[src/rtl/serial_chunk_adder_if.sv]
// Operand/result handshake bundle for serial_chunk_adder.
// SERIAL_ADDER_FLAGS_EN adds the ovf/zero flag signals.
interface serial_chunk_adder_if #(
  parameter int WIDTH = 32
);
  logic             in_valid;
  logic             in_ready;
  logic [WIDTH-1:0] a;
  logic [WIDTH-1:0] b;
  logic             cin;
  logic             out_valid;
  logic             out_ready;
  logic [WIDTH-1:0] sum;
  logic             cout;
  logic             busy;
`ifdef SERIAL_ADDER_FLAGS_EN
  logic             ovf;
  logic             zero;

  modport master (
    output in_valid, a, b, cin, out_ready,
    input  in_ready, out_valid, sum, cout, busy,
    input  ovf, zero
  );

  modport slave (
    input  in_valid, a, b, cin, out_ready,
    output in_ready, out_valid, sum, cout, busy,
    output ovf, zero
  );
`else
  modport master (
    output in_valid, a, b, cin, out_ready,
    input  in_ready, out_valid, sum, cout, busy
  );

  modport slave (
    input  in_valid, a, b, cin, out_ready,
    output in_ready, out_valid, sum, cout, busy
  );
`endif
endinterface

[src/rtl/serial_chunk_adder.sv]
// Multi-cycle adder: CHUNK bits per cycle, LSB first, registered carry.
// Define SERIAL_ADDER_FLAGS_EN to add ovf/zero result flags.
module serial_chunk_adder #(
  parameter int WIDTH = 32,
  parameter int CHUNK = 8
) (
  input logic                clk,
  input logic                rst_n,
  serial_chunk_adder_if.slave bus
);
  localparam int NCHUNK = WIDTH / CHUNK;
  localparam int CW = (NCHUNK > 1) ? $clog2(NCHUNK) : 1;
  localparam logic [CW-1:0] LAST = CW'(NCHUNK - 1);

  generate
    if (CHUNK < 1 || (WIDTH % CHUNK) != 0) begin : g_bad_chunk
      $fatal(1, "serial_chunk_adder: WIDTH must be a multiple of CHUNK");
    end
  endgenerate

  typedef enum logic [1:0] {IDLE, RUN, DONE} state_t;

  state_t           state_q, state_d;
  logic [WIDTH-1:0] a_q, a_d;
  logic [WIDTH-1:0] b_q, b_d;
  logic [WIDTH-1:0] sum_q, sum_d;
  logic             carry_q, carry_d;
  logic             cout_q, cout_d;
  logic [CW-1:0]    cnt_q, cnt_d;
`ifdef SERIAL_ADDER_FLAGS_EN
  logic             ovf_q, ovf_d;
  logic             zero_q, zero_d;
`endif

  int               base;
  logic [WIDTH-1:0] a_sh, b_sh;
  logic [CHUNK-1:0] a_sl, b_sl;
  logic [CHUNK:0]   csum;

  // Add the current chunk of the latched operands plus the carry.
  always_comb begin
    base = int'(cnt_q) * CHUNK;
    a_sh = a_q >> base;
    b_sh = b_q >> base;
    a_sl = a_sh[CHUNK-1:0];
    b_sl = b_sh[CHUNK-1:0];
    csum = {1'b0, a_sl} + {1'b0, b_sl} + {{CHUNK{1'b0}}, carry_q};
  end

  // Sequencing: accept in IDLE, one chunk per RUN cycle, hold in DONE.
  always_comb begin
    state_d = state_q;
    a_d     = a_q;
    b_d     = b_q;
    sum_d   = sum_q;
    carry_d = carry_q;
    cout_d  = cout_q;
    cnt_d   = cnt_q;
`ifdef SERIAL_ADDER_FLAGS_EN
    ovf_d   = ovf_q;
    zero_d  = zero_q;
`endif
    unique case (state_q)
      IDLE: begin
        if (bus.in_valid) begin
          a_d     = bus.a;
          b_d     = bus.b;
          carry_d = bus.cin;
          cnt_d   = '0;
          state_d = RUN;
        end
      end
      RUN: begin
        sum_d[base +: CHUNK] = csum[CHUNK-1:0];
        carry_d = csum[CHUNK];
        if (cnt_q == LAST) begin
          cout_d  = csum[CHUNK];
          cnt_d   = '0;
          state_d = DONE;
`ifdef SERIAL_ADDER_FLAGS_EN
          // carry into the top bit is recovered from its sum bit
          ovf_d  = (a_sl[CHUNK-1] ^ b_sl[CHUNK-1] ^ csum[CHUNK-1])
                 ^ csum[CHUNK];
          zero_d = (sum_d == '0);
`endif
        end else begin
          cnt_d = cnt_q + 1'b1;
        end
      end
      DONE: begin
        if (bus.out_ready) begin
          state_d = IDLE;
        end
      end
      default: state_d = IDLE;
    endcase
  end

  // State and datapath registers.
  always_ff @(posedge clk or negedge rst_n) begin
    if (!rst_n) begin
      state_q <= IDLE;
      a_q     <= '0;
      b_q     <= '0;
      sum_q   <= '0;
      carry_q <= 1'b0;
      cout_q  <= 1'b0;
      cnt_q   <= '0;
`ifdef SERIAL_ADDER_FLAGS_EN
      ovf_q   <= 1'b0;
      zero_q  <= 1'b0;
`endif
    end else begin
      state_q <= state_d;
      a_q     <= a_d;
      b_q     <= b_d;
      sum_q   <= sum_d;
      carry_q <= carry_d;
      cout_q  <= cout_d;
      cnt_q   <= cnt_d;
`ifdef SERIAL_ADDER_FLAGS_EN
      ovf_q   <= ovf_d;
      zero_q  <= zero_d;
`endif
    end
  end

  assign bus.in_ready  = (state_q == IDLE);
  assign bus.out_valid = (state_q == DONE);
  assign bus.busy      = (state_q != IDLE);
  assign bus.sum       = sum_q;
  assign bus.cout      = cout_q;
`ifdef SERIAL_ADDER_FLAGS_EN
  assign bus.ovf       = ovf_q;
  assign bus.zero      = zero_q;
`endif

endmodule

[src/flat_wrapper.sv]
// flat-port wrapper written by rule: the top's interface ports become plain ports
module serial_chunk_adder_flat 
#(
  parameter int WIDTH = 32,
  parameter int CHUNK = 8
)
  (clk, rst_n, bus_in_valid, bus_a, bus_b, bus_cin, bus_out_ready, bus_in_ready, bus_out_valid, bus_sum, bus_cout, bus_busy);
  serial_chunk_adder_if #(.WIDTH(WIDTH)) bus_i ();
  input logic clk;
  input logic rst_n;
  input wire logic [$bits(bus_i.in_valid)-1:0] bus_in_valid;
  input wire logic [$bits(bus_i.a)-1:0] bus_a;
  input wire logic [$bits(bus_i.b)-1:0] bus_b;
  input wire logic [$bits(bus_i.cin)-1:0] bus_cin;
  input wire logic [$bits(bus_i.out_ready)-1:0] bus_out_ready;
  output wire logic [$bits(bus_i.in_ready)-1:0] bus_in_ready;
  output wire logic [$bits(bus_i.out_valid)-1:0] bus_out_valid;
  output wire logic [$bits(bus_i.sum)-1:0] bus_sum;
  output wire logic [$bits(bus_i.cout)-1:0] bus_cout;
  output wire logic [$bits(bus_i.busy)-1:0] bus_busy;
  assign bus_i.in_valid = bus_in_valid;
  assign bus_i.a = bus_a;
  assign bus_i.b = bus_b;
  assign bus_i.cin = bus_cin;
  assign bus_i.out_ready = bus_out_ready;
  assign bus_in_ready = bus_i.in_ready;
  assign bus_out_valid = bus_i.out_valid;
  assign bus_sum = bus_i.sum;
  assign bus_cout = bus_i.cout;
  assign bus_busy = bus_i.busy;
  serial_chunk_adder #(.WIDTH(WIDTH), .CHUNK(CHUNK)) u_core (.clk(clk), .rst_n(rst_n), .bus(bus_i));
endmodule
[config.mk]
export PLATFORM = sky130hd
export DESIGN_NAME = serial_chunk_adder_flat
export DESIGN_NICKNAME = d
export VERILOG_FILES = /design/src/rtl/serial_chunk_adder_if.sv /design/src/rtl/serial_chunk_adder.sv /design/src/flat_wrapper.sv
export SDC_FILE = /design/constraint.sdc
export NUM_CORES = 1
export LEC_CHECK = 0
export BUFFER_PORTS_ARGS = -buffer_cell sky130_fd_sc_hd__clkbuf_2
export CORE_ASPECT_RATIO = 0.6
export CORE_MARGIN = 1
export CORE_UTILIZATION = 45
export CTS_CLUSTER_DIAMETER = 40
export CTS_CLUSTER_SIZE = 10
export DETAILED_ROUTE_END_ITERATION = 8
export GPL_TIMING_DRIVEN = 0
export PLACE_DENSITY_LB_ADDON = 0.25
export SETUP_SLACK_MARGIN = 0.5
export SLEW_MARGIN = 25
export SYNTH_ARGS = -nofsm -noshare
export SYNTH_HDL_FRONTEND = slang
export SYNTH_SLANG_ARGS = --single-unit
[constraint.sdc]
create_clock -name clk -period 4.6 [get_ports clk]
set_input_delay 0.46 -clock clk [delete_from_list [all_inputs] [get_ports clk]]
set_output_delay 0.46 -clock clk [all_outputs]
set_load 0.05 [all_outputs]
### After elaboration in Yosys (flattened, before gate mapping)

Cells that the tools add are included.

| storage, ports and cells | value |
|---|---|
| register bits after elaboration | 102 |
| word-level logic and storage cells | 38 |
| output and inout bits | 36 |

| operators by class | value |
|---|---|
| equal/unequal tests | 6 |
| shift-type cells | 4 |
| add/sub/neg operators | 4 |
| mux-type cells | 10 |
| reductions and logical operators | 7 |

Operator list:

| operator | number |
|---|---|
| 32-bit by 5-bit right shift with 8-bit output | 2 |
| 5-bit negator with 33-bit output | 1 |
| 8-bit by 33-bit variable shift with 32-bit output (first input constant) | 1 |
| 8-bit by 33-bit variable part select with 32-bit output | 1 |
| 32-bit bitwise mux | 1 |
| 2-bit two-way mux | 5 |
| 8-bit by 8-bit adder with 9-bit output | 1 |
| 9-bit by 1-bit adder with 9-bit output | 1 |
| 2-bit one-hot mux with 3 select lines | 1 |
| 2-bit AND reduction | 3 |
| 2-bit equality test (second input constant) | 2 |
| 2-bit inequality test (second input constant) | 2 |
| 2-bit one-hot mux with 2 select lines | 1 |
| 2-bit nonzero test | 2 |
| 3-bit AND reduction | 1 |
| 2-bit by 1-bit adder with 2-bit output (second input constant) | 1 |
| 2-bit by 1-bit equality test with 1-bit output (second input constant) | 1 |
| 2-bit zero test | 1 |
| 2-bit by 1-bit inequality test with 1-bit output (second input constant) | 1 |
| 1-bit one-hot mux with 2 select lines | 1 |
| 1-bit two-way mux | 1 |

### Logic depth before layout (Yosys ltp)

| depth | value |
|---|---|
| depth after elaboration | 5 |
| gate-level depth with buffers | 9 |
| depth with buffers taken out | 8 |

### Worst setup path before layout

No wires, ideal clock.

| timing | value |
|---|---|
| path kind | reg2reg |
| from | register u_core.cnt_q[0] |
| to | register u_core.sum_q[30] (netlist: u_core.bus.sum[30]) |
| required time | 4.479 ns |
| arrival | 2.999 ns |
| library setup time | 0.121 ns |
| setup slack | 1.480 ns |
| cell stages (with the launch flop) | 9 |
| buffers on the path | 1 |
| period minus slack after synthesis | 3.120 ns |
| cells stage by stage | dfrtp_1 > buf_2 > mux4_2 > fa_1 > fa_1 > a21o_1 > a221oi_1 > xnor2_1 > a22o_1 |

| between the ends | value |
|---|---|
| word-level cells in the longest chain between the ends | 5 |
| elaborated cells between the ends (all ways) | 8 |
| classes of those cells | add/sub: 3; shift: 4; mux: 1 |

Ends and longest elaborated chain:

| item | RTL line | source |
|---|---|---|
| start: declaration | serial_chunk_adder.sv:29 | `logic [CW-1:0] cnt_q, cnt_d;` |
| start signal: assignment | serial_chunk_adder.sv:120 | `cnt_q <= cnt_d;` |
| 32-bit by 5-bit right shift with 8-bit output (on tied branches) | serial_chunk_adder.sv:43, serial_chunk_adder.sv:44 |  |
| 8-bit by 8-bit adder with 9-bit output | serial_chunk_adder.sv:47 | `csum = {1'b0, a_sl} + {1'b0, b_sl} + {{CHUNK{1'b0}}, carry_q};` |
| 9-bit by 1-bit adder with 9-bit output | serial_chunk_adder.sv:47 |  |
| 8-bit by 33-bit variable part select with 32-bit output | serial_chunk_adder.sv:74 | `sum_d[base +: CHUNK] = csum[CHUNK-1:0];` |
| 32-bit bitwise mux * | serial_chunk_adder.sv:74 |  |
| end signal: assignment | serial_chunk_adder.sv:117 | `sum_q <= sum_d;` |
| end: declaration | serial_chunk_adder.sv:26 | `logic [WIDTH-1:0] sum_q, sum_d;` |

Mark *: on every way between the ends. The rest lies on a longest branch, timed or not.
A chain may end at the register's enable or synchronous reset.

### Worst setup path in the final report

| timing | value |
|---|---|
| from | register u_core.cnt_q[1] |
| to | register u_core.cout_q (netlist: u_core.bus.cout) |

| between the ends | value |
|---|---|
| word-level cells in the longest chain between the ends | 3 |
| elaborated cells between the ends (all ways) | 6 |
| classes of those cells | add/sub: 2; eq/ne: 1; shift: 2; reduce/logical: 1 |

Ends and longest elaborated chain:

| item | RTL line | source |
|---|---|---|
| 32-bit by 5-bit right shift with 8-bit output (on tied branches) | serial_chunk_adder.sv:43, serial_chunk_adder.sv:44 |  |
| 8-bit by 8-bit adder with 9-bit output | serial_chunk_adder.sv:47 |  |
| 9-bit by 1-bit adder with 9-bit output | serial_chunk_adder.sv:47 |  |
| end signal: assignment | serial_chunk_adder.sv:119 | `cout_q <= cout_d;` |
| end: declaration | serial_chunk_adder.sv:28 | `logic cout_q, cout_d;` |

Several ways; a longest one is shown, not always the timed one.

==> metrics.md <==
| Metric | Value |
|---|---|
| Multi-input gate area | approximately 2000 µm² |
| Initial Util | a little under half |
| Reg area | around 2600 µm² |
| Die area | 10800 µm² |
| Placed cells | 539 |
| Initial antenna violation count | 0 |
| Area growth syn-to-layout | 22.5% |
| Worst EP arrival | ~4000 ps |
| Layout Nets | approximately 500 |
| Syn Nets | ~380 |
| Primary FF master, synth | dfrtp_1 |
| Die Wd | around 130 µm |
| Die Y | roughly 81 µm |
| Syn avg cell area | 15.6 µm² |
| CP Launch Type | flop |
| Worst clock skew | 6.89 ps |
| Wire length per cell | roughly 19 µm |
| CTS Hold Bufs | 0 |
| # port buffers | 104 |
| Gr usage total | 20.8% |
| Mapped Area | about 4700 µm² |
| Post-CTS Repair Setup Buffers | 0 |
| Clock Tree Root | clkbuf_16 |
| Worst-path clk slew | approximately 70 ps |
| Via count | roughly 3000 |
| Post-route insts no fill | roughly 550 |
| Post-DP HPWL | between 7000 and 8000 µm |
| Clock Sinks | 102 |
| Post-synthesis cell count | roughly 300 |
| Worst setup margin | between 800 and 900 ps |
| First-pass GRT wire length | roughly 16000 µm |
| Worst-margin pin slew | between 800 and 900 ps |
| Sequential element share of the synthesized area | between 50% and 60% |
| DR vias/cell | ~5.4 |
| Critical setup path kind | reg2reg |
| Post-CTS Resized | 0 |
| CTS tree | yes |
| Final setup TNS | 0 ps |
| Max Slew Vio Count | 0 |
| Top Ports | about 110 |
| Diodes inserted | 0 |
| Final period util | between 80 and 90% |
| Fmax | around 270 MHz |
| Number of synthesized register bits | approximately 100 |
| Drt first-iter violations | 170 |
| Yosys warning count | 0 |
| Deepest clock path buffer count | 2 |
| Grt ovf | 0 |
| Layout cells sized above 1 | just over 50% |
| Post-detailed-routing wire length | ~10000 µm |
| Largest net degree at the start of global routing | 56 |
| DRC | 0 |
| Fillcell total | approximately 820 |
| Num rows | 28 |
| Skew-Pair Late Insertion Delay | 350 ps |
| Req. time, crit path | about 4800 ps |
| Period minus WS final | about 3800 ps |
| CTS buffer count | 9 |
| Slew margin rel. | around 44% |
| Core ar. | 9950 µm² |
| Most frequent cells in the layout | clkbuf_2 (103), dfrtp_1 (102), mux2_2 (64) |
| Number of flops mapped to enable cells by yosys | 0 |
| RSZ-0062 raised after global routing | false |
| FFs w/ async S/R, synth | between 90% and 100% |
| Setup violators final | 0 |
| Antenna Nets Post-Route | 0 |
| Max FO, Critical Path | 10 |
| R2R Setup Slk | ~840 ps |
| Commonest non-fill, non-tap cell in the layout | clkbuf_2 |
| Number of global-route vias before repair | ~3100 |
| Final GP Congestion | ~0.73 |
| Htree depth | 3 |
| Crit end category | flop |
| Status | finished clean |
| Drt first pass iters | 4 |
| Synth unique cells | 37 |
| Max cap viols | 0 |
| Hold crit path type | in2async |
| Pre-CTS setup slack | ~840 ps |
| Final-report hold violation count | 0 |
==> synthesized netlist by cell type (2+ instances only) <==
| cell | number | area, µm² |
|---|---|---|
| a21o_1 | 3 | 22.5 |
| a21oi_1 | 7 | 35.0 |
| a22o_1 | 34 | 298 |
| a31oi_1 | 2 | 12.5 |
| buf_6 | 7 | 78.8 |
| clkbuf_1 | 2 | 7.51 |
| dfrtp_1 | 102 | 2550 |
| fa_1 | 2 | 40.0 |
| ha_1 | 13 | 163 |
| inv_1 | 7 | 26.3 |
| mux2_2 | 64 | 721 |
| mux4_2 | 16 | 360 |
| nand2_1 | 2 | 7.51 |
| nand2_4 | 3 | 33.8 |
| nor2_1 | 5 | 18.8 |
| nor4b_4 | 3 | 71.3 |
| o211ai_1 | 2 | 15.0 |
| o21ai_0 | 2 | 10.0 |
| o21bai_1 | 2 | 15.0 |
| xnor2_1 | 3 | 26.3 |
| xor2_1 | 2 | 17.5 |
==> critical path, stage by stage, from the launching register on <==
cell and delay [ps]:
dfrtp_1 390, clkbuf_1 510, clkbuf_1 570, mux4_2 480
fa_1 470, a21o_1 190, a221oi_1 420, o21bai_1 110
a21oi_1 350, a31oi_1 130
==> worst paths after layout <==
path | start | endpoint | cells past startpoint
worst min-delay path | rst_n | u_core.b_q[10]$_DFFE_PN0P_ | 1
worst max-delay path | u_core.cnt_q[1]$_DFFE_PN0P_ | u_core.bus.cout$_DFFE_PN0P_ | 9
worst min register to register | u_core.state_q[1]$_DFFE_PN0P_ | u_core.state_q[0]$_DFFE_PN0P_ | 1
min in group clk | bus_out_ready | u_core.state_q[1]$_DFFE_PN0P_ | 2
max in group asynchronous | rst_n | u_core.a_q[23]$_DFFE_PN0P_ | 2
worst max register to register | u_core.cnt_q[1]$_DFFE_PN0P_ | u_core.bus.cout$_DFFE_PN0P_ | 9
==> cells by family (layout without fill, tap and decap cells) <==
family          after synthesis  after routing  share of synthesized area (%)
flops                       102            102                           54.8
mux                          81             81                           23.4
compound gates               56             56                           9.41
simple gates                 21             21                           4.27
buf+inv                      19            139                           2.77
fa+ha+maj                    15             15                           4.35
xor+xnor                      5              5                          0.941
==> area by class of cell <==
| cell class | instances | area share [%] |
|---|---|---|
| flip-flops and latches | 102 | 44.7 |
| multi-input cells | 178 | 34.6 |
| repair buffers | 105 | 9.76 |
| clock buffers | 12 | 4.50 |
| well taps | 135 | 2.96 |
| plain buffers | 12 | 1.80 |
| clock inverters | 3 | 1.18 |
| inverters | 7 | 0.461 |
==> state kept, by name, indices dropped and copies added (netlist names) <==
signal	count
u_core.a_q	32
u_core.b_q	32
u_core.bus.sum	32
u_core.cnt_q	2
u_core.state_q	2
u_core.bus.cout	1
u_core.carry_q	1
==> layer usage <==
| layer | vias up | track usage (%) | wire length [µm] |
|---|---|---|---|
| met5 | - | 0 | 0 |
| met4 | 0 | 6.36 | 115 |
| met3 | 9 | 6.49 | 729 |
| met2 | 97 | 31.1 | 4410 |
| met1 | 1531 | 29.3 | 5100 |
| li1 | 1368 | - | - |
==> through the flow <==
stage / cell area [µm²] / hold slack (ps) / utilization (%)
final: 5710 / 66.8 / 57.3
after global placement: 5350 / 484 / 53.7
after detailed placement: 5380 / 451 / 54.1
after CTS: 5710 / 79.2 / 57.3
after global routing: 5710 / 90.3 / 57.3
after floorplan: 4660 / 164 / -
Power is left out: the tool's default activity adds up to more than one toggle a clock period on the data nets, which glitch-free logic cannot reach.
